`src/rtl/mcycle_sequencer_pkg.sv`:
```
// mcycle_sequencer_pkg
//   Shared constants and types for the multi-cycle sequencer: word size,
//   opcode/funct encodings of the 16-bit ISA, state and pc_src encodings,
//   and the instruction class flag bundle produced by inst_class_decode.
package mcycle_sequencer_pkg;

    localparam int WORD_SIZE = 16;

    // Opcodes, inst[15:12]
    localparam logic [3:0] OP_BNE = 4'd0;
    localparam logic [3:0] OP_BEQ = 4'd1;
    localparam logic [3:0] OP_BGZ = 4'd2;
    localparam logic [3:0] OP_BLZ = 4'd3;
    localparam logic [3:0] OP_ADI = 4'd4;
    localparam logic [3:0] OP_ORI = 4'd5;
    localparam logic [3:0] OP_LHI = 4'd6;
    localparam logic [3:0] OP_LWD = 4'd7;
    localparam logic [3:0] OP_SWD = 4'd8;
    localparam logic [3:0] OP_JMP = 4'd9;
    localparam logic [3:0] OP_JAL = 4'd10;
    localparam logic [3:0] OP_R   = 4'd15;

    // R-type functs, inst[5:0]; 0..7 are the ALU operations
    localparam logic [5:0] FN_ALU_LAST = 6'd7;
    localparam logic [5:0] FN_JPR      = 6'd25;
    localparam logic [5:0] FN_JRL      = 6'd26;
    localparam logic [5:0] FN_WWD      = 6'd28;
    localparam logic [5:0] FN_HLT      = 6'd29;

    typedef enum logic [2:0] {
        S_IF   = 3'd0,
        S_ID   = 3'd1,
        S_EX   = 3'd2,
        S_MEM  = 3'd3,
        S_WB   = 3'd4,
        S_HALT = 3'd5
    } state_t;

    typedef enum logic [1:0] {
        PC_NEXT   = 2'd0,
        PC_BRANCH = 2'd1,
        PC_JUMP   = 2'd2,
        PC_REG    = 2'd3
    } pc_src_t;

    // Exactly one flag is set for any inst value
    typedef struct packed {
        logic alu;
        logic load;
        logic store;
        logic branch;
        logic jmp;
        logic jal;
        logic jpr;
        logic jrl;
        logic wwd;
        logic hlt;
        logic nop;
    } inst_class_t;

endpackage

```
`src/rtl/mcycle_sequencer_inst_class_decode.sv`:
```
// inst_class_decode
//   Purely combinational classifier of the current IR contents.
//   Ports:
//     inst : current instruction word (opcode [15:12], funct [5:0])
//     cls  : one-hot class flags consumed by the sequencer next-state logic
//   Undefined opcodes and undefined R-type functs classify as nop.
module inst_class_decode
    import mcycle_sequencer_pkg::*;
(
    input  logic [WORD_SIZE-1:0] inst,
    output inst_class_t          cls
);

    logic [3:0] op;
    logic [5:0] funct;
    logic       unused_fields;

    assign op    = inst[15:12];
    assign funct = inst[5:0];
    // Register/immediate fields play no part in classification
    assign unused_fields = ^inst[11:6];

    always_comb begin
        cls = '0;
        case (op)
            OP_BNE, OP_BEQ, OP_BGZ, OP_BLZ: cls.branch = 1'b1;
            OP_ADI, OP_ORI, OP_LHI:         cls.alu    = 1'b1;
            OP_LWD:                         cls.load   = 1'b1;
            OP_SWD:                         cls.store  = 1'b1;
            OP_JMP:                         cls.jmp    = 1'b1;
            OP_JAL:                         cls.jal    = 1'b1;
            OP_R: begin
                if (funct <= FN_ALU_LAST) begin
                    cls.alu = 1'b1;
                end else begin
                    case (funct)
                        FN_JPR:  cls.jpr = 1'b1;
                        FN_JRL:  cls.jrl = 1'b1;
                        FN_WWD:  cls.wwd = 1'b1;
                        FN_HLT:  cls.hlt = 1'b1;
                        default: cls.nop = 1'b1;
                    endcase
                end
            end
            default: cls.nop = 1'b1;
        endcase
    end

endmodule

```
`src/rtl/mcycle_sequencer.sv`:
```
// mcycle_sequencer
//   Multi-cycle IF/ID/EX/MEM/WB sequencer for the 16-bit CPU with a
//   single-port memory handshake and a retired-instruction counter.
//   Ports:
//     clk, reset_n        : rising-edge clock, async active-low reset
//     inst                : current IR contents
//     bcond               : ALU branch condition (consumed by the datapath)
//     mem_ack             : memory completed the request this cycle
//     mem_req/i_or_d/mem_we : memory request, address select, store qualifier
//     ir_write, pc_write, pc_write_cond, pc_src : IR/PC update strobes
//     reg_write, out_port_en : register file write and WWD output strobes
//     is_halted           : sticky halt flag
//     num_inst            : retired instruction count (wraps)
//     state               : current state for debug
module mcycle_sequencer
    import mcycle_sequencer_pkg::*;
(
    input  logic                 clk,
    input  logic                 reset_n,
    input  logic [WORD_SIZE-1:0] inst,
    input  logic                 bcond,
    input  logic                 mem_ack,
    output logic                 mem_req,
    output logic                 i_or_d,
    output logic                 mem_we,
    output logic                 ir_write,
    output logic                 pc_write,
    output logic                 pc_write_cond,
    output logic [1:0]           pc_src,
    output logic                 reg_write,
    output logic                 out_port_en,
    output logic                 is_halted,
    output logic [WORD_SIZE-1:0] num_inst,
    output logic [2:0]           state
);

    state_t      cur;
    inst_class_t cls;
    pc_src_t     src;
    logic        unused_in;

    // bcond is applied by the datapath through pc_write_cond; nop needs no
    // explicit branch because it shares the fall-through EX -> IF path.
    assign unused_in = bcond ^ cls.nop;

    inst_class_decode u_decode (
        .inst (inst),
        .cls  (cls)
    );

    always_ff @(posedge clk or negedge reset_n) begin
        if (!reset_n) begin
            cur       <= S_IF;
            num_inst  <= '0;
            is_halted <= 1'b0;
        end else begin
            case (cur)
                S_IF: begin
                    if (mem_ack) cur <= S_ID;
                end
                S_ID: begin
                    if (cls.hlt) begin
                        cur       <= S_HALT;
                        is_halted <= 1'b1;
                        num_inst  <= num_inst + WORD_SIZE'(1);
                    end else if (cls.jmp) begin
                        cur      <= S_IF;
                        num_inst <= num_inst + WORD_SIZE'(1);
                    end else if (cls.jal) begin
                        cur <= S_WB;
                    end else begin
                        cur <= S_EX;
                    end
                end
                S_EX: begin
                    if (cls.load || cls.store) begin
                        cur <= S_MEM;
                    end else if (cls.alu || cls.jrl) begin
                        cur <= S_WB;
                    end else begin
                        // branch, jpr, wwd and nop all retire here
                        cur      <= S_IF;
                        num_inst <= num_inst + WORD_SIZE'(1);
                    end
                end
                S_MEM: begin
                    if (mem_ack) begin
                        if (cls.load) begin
                            cur <= S_WB;
                        end else begin
                            cur      <= S_IF;
                            num_inst <= num_inst + WORD_SIZE'(1);
                        end
                    end
                end
                S_WB: begin
                    cur      <= S_IF;
                    num_inst <= num_inst + WORD_SIZE'(1);
                end
                S_HALT: cur <= S_HALT;
                default: cur <= S_IF;
            endcase
        end
    end

    // Strobes are gated by reset_n so they drop the moment reset asserts,
    // not at the next edge.
    always_comb begin
        mem_req       = 1'b0;
        i_or_d        = 1'b0;
        mem_we        = 1'b0;
        ir_write      = 1'b0;
        pc_write      = 1'b0;
        pc_write_cond = 1'b0;
        src           = PC_NEXT;
        reg_write     = 1'b0;
        out_port_en   = 1'b0;
        if (reset_n) begin
            case (cur)
                S_IF: begin
                    mem_req  = 1'b1;
                    ir_write = mem_ack;
                    pc_write = mem_ack;
                end
                S_ID: begin
                    if (cls.jmp || cls.jal) begin
                        pc_write = 1'b1;
                        src      = PC_JUMP;
                    end
                end
                S_EX: begin
                    if (cls.branch) begin
                        pc_write_cond = 1'b1;
                        src           = PC_BRANCH;
                    end else if (cls.jpr || cls.jrl) begin
                        pc_write = 1'b1;
                        src      = PC_REG;
                    end else if (cls.wwd) begin
                        out_port_en = 1'b1;
                    end
                end
                S_MEM: begin
                    mem_req = 1'b1;
                    i_or_d  = 1'b1;
                    mem_we  = cls.store;
                end
                S_WB: reg_write = 1'b1;
                default: ;
            endcase
        end
    end

    assign pc_src = src;
    assign state  = cur;

endmodule
```
`config.mk`:
```
export PLATFORM = sky130hd
export DESIGN_NAME = mcycle_sequencer
export DESIGN_NICKNAME = d
export VERILOG_FILES = /design/src/rtl/mcycle_sequencer_pkg.sv /design/src/rtl/mcycle_sequencer_inst_class_decode.sv /design/src/rtl/mcycle_sequencer.sv
export SDC_FILE = /design/constraint.sdc
export NUM_CORES = 1
export LEC_CHECK = 0
export BUFFER_PORTS_ARGS = -buffer_cell sky130_fd_sc_hd__buf_2
export CAP_MARGIN = 20
export CORE_AREA = 3 3 64 66
export DETAILED_ROUTE_END_ITERATION = 7
export DIE_AREA = 0 0 67 69
export GPL_ROUTABILITY_DRIVEN = 0
export PLACE_DENSITY = 0.72
export SYNTH_ARGS = -nofsm -noshare
export SYNTH_HDL_FRONTEND = slang
export SYNTH_SLANG_ARGS = --single-unit
```
`constraint.sdc`:
```
create_clock -name clk -period 1.8 [get_ports clk]
set_input_delay 0.36 -clock clk [delete_from_list [all_inputs] [get_ports clk]]
set_output_delay 0.36 -clock clk [all_outputs]
set_load 0.01 [all_outputs]
```
======== Word level (Yosys, flattened, before mapping) ========
Cells that the tools add are included.
word-level totals
  output and inout port bits .............. 30
  register bits after elaboration ......... 20
  input port bits ......................... 20
  word-level logic and storage cells ...... 103
operators by class
  equality and inequality tests ........... 26
  reduce and logical (&&, ||, !) cells .... 14
  add/subtract/negate cells ............... 1
  order comparisons ....................... 1
  mux-type cells .......................... 58
operators by type and width
  operator               number
  $mux 16                6
  $pmux 16 s4            1
  $mux 1                 33
  $eq 6x5->1 const B     4
  $mux 3                 8
  $add 16x1->16 const B  1
  $eq 4x3->1 const B     4
  $eq 4x4->1 const B     4
  $pmux 3 s5             1
  $ne 2x2->1 const B     5
  $eq 4x2->1 const B     2
  $mux 2                 4
  $reduce_or 4->1        2
  $eq 3x2->1 const B     2
  $eq 3x3->1 const B     2
  $le 6x3->1 const B     1
  $reduce_and 6->1       1
  $mux 5                 1
  $eq 4x1->1 const B     1
  $logic_not 4->1        1
  $logic_or 1x1->1       4
  $mux 4                 1
  $pmux 2 s2             1
  $reduce_and 2->1       2
  8 further kinds        8

======== Longest topological paths before layout ========
  depth in word-level cells ............... 10
  mapped depth ............................ 9
  depth with buffers taken out ............ 6

======== Hierarchy ========
From an unflattened synthesis, not the netlist that was laid out.
second synthesis, totals
  cells, all modules ...................... 153
  area, all modules ....................... 1524.0 um^2
by module, submodules not included
  module             area an instance (um^2)  times used  seq. area each (um^2)  cells each
  mcycle_sequencer   1348.8                   1           500.5                  125
  inst_class_decode  175.2                    1           0.0                    28

======== Least setup slack after synthesis ========
No wires, ideal clock.
  path type ............................... reg2reg
  from .................................... register cur[2] (netlist: state[2])
  to ...................................... register num_inst[1]
  cell stages (with the launch flop) ...... 8
  library setup time ...................... 0.127 ns
  slack ................................... -0.179 ns
  buffers on the path ..................... 2
  arrival time ............................ 1.851 ns
  cell sequence ........................... dfrtp_1 -> buf_6 -> nor3b_1 -> inv_1 -> o32a_1 -> and4_1 -> buf_6 -> mux2_1
on the way
  word-level cells in the longest chain between the ends .. 3
  elaborated cells between the ends (all ways) .. 12
  those cells by class .................... eq/ne (9); mux (1); reduce/logical (2)
ends and longest elaborated chain
  item                                                 RTL line                text
  start, declared                                      mcycle_sequencer.sv:37  state_t cur;
  start signal, assigned                               mcycle_sequencer.sv:53  cur <= S_IF;
  start signal, assigned                               mcycle_sequencer.sv:59  if (mem_ack) cur <= S_ID;
  start signal, assigned                               mcycle_sequencer.sv:63  cur <= S_HALT;
  $eq 3x1->1 (tied with other cells)                   mcycle_sequencer.sv:57  case (cur)
  $ne 3x3->1 (no source line) (tied with other cells)  -
  $reduce_and 6->1 (no source line)                    -
  end signal, assigned                                 mcycle_sequencer.sv:65  num_inst <= num_inst + WORD_SIZE'(1);
  end signal, assigned                                 mcycle_sequencer.sv:68  num_inst <= num_inst + WORD_SIZE'(1);
  end signal, assigned                                 mcycle_sequencer.sv:83  num_inst <= num_inst + WORD_SIZE'(1);
  end, declared                                        mcycle_sequencer.sv:33  output logic [WORD_SIZE-1:0] num_inst,
Several ways; a longest one is shown, not always the timed one.
A chain may end at the register's enable or synchronous reset.

======== Worst setup path in the final report ========
  from .................................... register cur[0] (netlist: state[0])
  to ...................................... output port pc_write
on the way
  word-level cells in the longest chain between the ends .. 3
  elaborated cells between the ends (all ways) .. 5
  those cells by class .................... eq/ne (2); mux (2); reduce/logical (1)
ends and longest elaborated chain
  item                                RTL line                 text
  $eq 3x2->1 (tied with other cells)  mcycle_sequencer.sv:119  case (cur)
  $pmux 1 s3 *                        mcycle_sequencer.sv:119
  $mux 1 *                            mcycle_sequencer.sv:118  if (reset_n) begin
  end, declared                       mcycle_sequencer.sv:27   output logic pc_write,
Every way passes the cells marked *; elsewhere a longest branch is shown, timed or not.

==> results.md <==
* RSZ-0062 raised after global routing: true
* Crit-path max cell delay at 400 ps
* Fin crit period at 2056 ps
* Slew margin rel. at 67.80%
* Max Cap Viol at 0
* Detail Route Antenna Nets at 0
* Top_reg_cell synth: dfrtp_1
* Total clock sinks at 20
* Worst EP arrival at 1700 ps
* Starting density of the core at 35.50%
* Initial antenna violation count at 0
* Maximum root-to-sink buffer count at 2
* DP Wirelength at 2.479 mm
* Power per cell area at 1246 mW/mm²
* Count of state elements after synthesis at 20
* CTS buffer count at 3
* LEAKAGE at 1.110 nW
* Synthesized instance count at 138
* Status: finished, violations left
* Routed WL at 3.866 mm
* Failing checks: setup timing
* Post-synth cell types at 43
* Die Span Y at 69 µm
* Critical path's slowest cell: dfrtp_1
* Cell chosen for the clock root: clkbuf_8
* Gr usage total at 16.11%
* # diodes at 0
* CTS tree: done
* Drt first pass iters at 4
* # setup viols final at 24
* Critical Path Sink Type: output port
* Nets at 242
* Final Cycle Share at 114.2%
* DIE WIDTH at 67 µm
* Skew-Pair Late Insertion Delay at 260 ps
* Crit path max fanout at 3
* Crit Path Class: flop to output port
* H-tree level count at 1
* Share of layout cells above drive strength 1 at 56.82%
* Post-synth net total at 159
* First-pass GRT wire length at 5.899 mm
* Post-synth ARST share at 100.0%
* Fmax achieved at 486.3 MHz
* HP Class: input port to async pin
* Setup TNS at -4391 ps
* CP startpoint kind: flop
* Clock transition at the registers of the reported paths at 70 ps
* Syn Area/Cell at 9.348 µm²
* Ys Warns at 0
* Fin worst setup slack at -256.4 ps
* Syn Std Cell Area at 0.001290 mm²
* Fin. max-slew vios at 0
* Full die area at 0.004623 mm²
* Post-synth EDFFs at 0
* Largest net degree at the start of global routing at 15
* Number of global-route vias before repair at 1,345
* Core Rows at 22
* Finished Cell Area at 0.002160 mm²
* VDD IR-drop max at 0.7714 mV
* Via/cell ratio at 5.198
* Total core area at 0.003633 mm²
* Fillers at 317
* Area growth, synth to finish at 67.41%
* # DRC at 0
* CTS Hold Buffers Added at 0
* # IOs at 50
* Tightest Pin Transition at 483.1 ps
* Sequential share of the synthesized area at 38.80%
* Vias at 1,393
* Clock Skew at 3.417 ps
* Final hold violations at 0
* Placed inst area at 0.001768 mm²
* Worst-path cell chain: or3b_4, buf_6, nor2_2, nand2_1, a21boi_2, or2_1, buf_2
* Drt wl/cell at 14.43 µm
* IO buf count at 42
* Starting DRT DRC Count at 86
* Required @ worst endpoint at 1440 ps
* Total grt overflow at 0
==> path summary, 6_finish.rpt <==
check / startpoint / endpoint / slack [ps] / cells after the start
setup / recovery: state[0] / pc_write / -260 / 7
hold / removal: reset_n / state[0] / 80 / 2
setup reg to reg: state[0] / num_inst[12] / -250 / 9
hold reg to reg: num_inst[15] / num_inst[15] / 480 / 1
max in group asynchronous: reset_n / num_inst[8] / 1520 / 2
min in group clk: mem_ack / state[1] / 370 / 2
==> cells by family after synthesis <==
kind of cell / synth area share (%)
and+or+nand+nor: 32.98
AOI/OAI and AO/OA: 9.409
xor gates and xnor gates: 10.86
adders and majority gates: 0.9698
DFF: 38.80
muxes: 0.8729
buffers and inverters: 6.110
==> registers in the layout, summed over array words and instances, names as in the netlist <==
| name | flops |
|---|---|
| num_inst | 16 |
| state | 3 |
| is_halted | 1 |
==> final cells by class <==
type | instances | area (µm²) | share of cell area [%]
Tap cell | 48 | 60.06 | 2.781
Inverter | 6 | 22.52 | 1.043
Multi-Input combinational cell | 105 | 893.4 | 41.37
Sequential cell | 20 | 500.5 | 23.17
Timing Repair Buffer | 85 | 628.1 | 29.08
Clock buffer | 4 | 55.05 | 2.549
==> worst max-delay path: cells and delay by family (launching register included) <==
family,cells,cell delay (ps)
flops,1,400
compound gates,1,150
simple gates,4,640
buf+inv,2,240
==> what timing repair did <==
action | 4_1_cts | 5_1_grt
setup endpoints to repair | 21 | 26
gates cloned | 1 | 0
setup buffers | 9 | 4
pin swaps | 13 | 21
gates resized for setup | 15 | 31
==> synth_stat cells (2+ instances only) <==
| master | n | area [µm²] |
|---|---|---|
| a21boi_1 | 2 | 15.01 |
| xnor2_1 | 14 | 122.6 |
| nand4_2 | 2 | 25.02 |
| clkbuf_1 | 3 | 11.26 |
| o21ai_0 | 2 | 10.01 |
| nor4bb_1 | 2 | 20.02 |
| nand2_1 | 12 | 45.04 |
| dfrtp_1 | 20 | 500.5 |
| or2_1 | 2 | 12.51 |
| buf_6 | 2 | 22.52 |
| nand3_2 | 4 | 40.04 |
| nand4_1 | 6 | 37.54 |
| and4_1 | 4 | 35.03 |
| a21oi_1 | 6 | 30.03 |
| nor2b_1 | 2 | 12.51 |
| o21ai_1 | 3 | 15.01 |
| xor2_1 | 2 | 17.52 |
| inv_1 | 5 | 18.77 |
| nor2_1 | 10 | 37.54 |
| nor3_1 | 5 | 25.02 |
| and3_1 | 8 | 50.05 |
==> power breakdown <==
part	leakage [nW]	total, W	switching, W	internal (W)
Clock	0.0288	0.000345	0.000150	0.000195
Sequential	0.266	0.000688	0.000142	0.000545
Combinational	0.815	0.00166	0.000751	0.000907
==> layer usage <==
metal | wire [µm] | vias to the layer above | GRT usage [%]
met4 | 92 | 0 | 6.532
met5 | 0 | - | 0
met1 | 1558 | 669 | 19.49
li1 | - | 664 | -
met3 | 195 | 9 | 1.792
met2 | 2020 | 51 | 28.17
==> placed cells by master, fill, tap and decap left out, types with 3 or more instances in the layout <==
master    count
nand3_4       3
nand4_1       6
nor2_1        9
dfrtp_1      20
and3_1        6
nand2_1       8
nor3_4        3
and4_1        3
o21ai_1       3
buf_6        12
xnor2_1      10
inv_2         3
xnor2_2       4
inv_1         3
a21oi_1       4
buf_2        38
buf_4        32
clkbuf_8      4
==> stage by stage <==
step | utilization (%) | hold slack, ps | setup WS, ps | instances | total power [W]
after CTS | 54.37 | 58.76 | -307.5 | 264 | 0.002409
final | 59.44 | 75.72 | -256.4 | 268 | 0.002690
after detailed placement | 48.66 | 348.6 | -368.2 | 250 | 0.001691
after global placement | 48.66 | 337.2 | -360.1 | 250 | 0.001670
after floorplan | - | 64.41 | -114.4 | 138 | 0.001349
after global routing | 59.44 | 85.98 | -344.2 | 268 | 0.002837
Power figures use the tool's default switching activity.
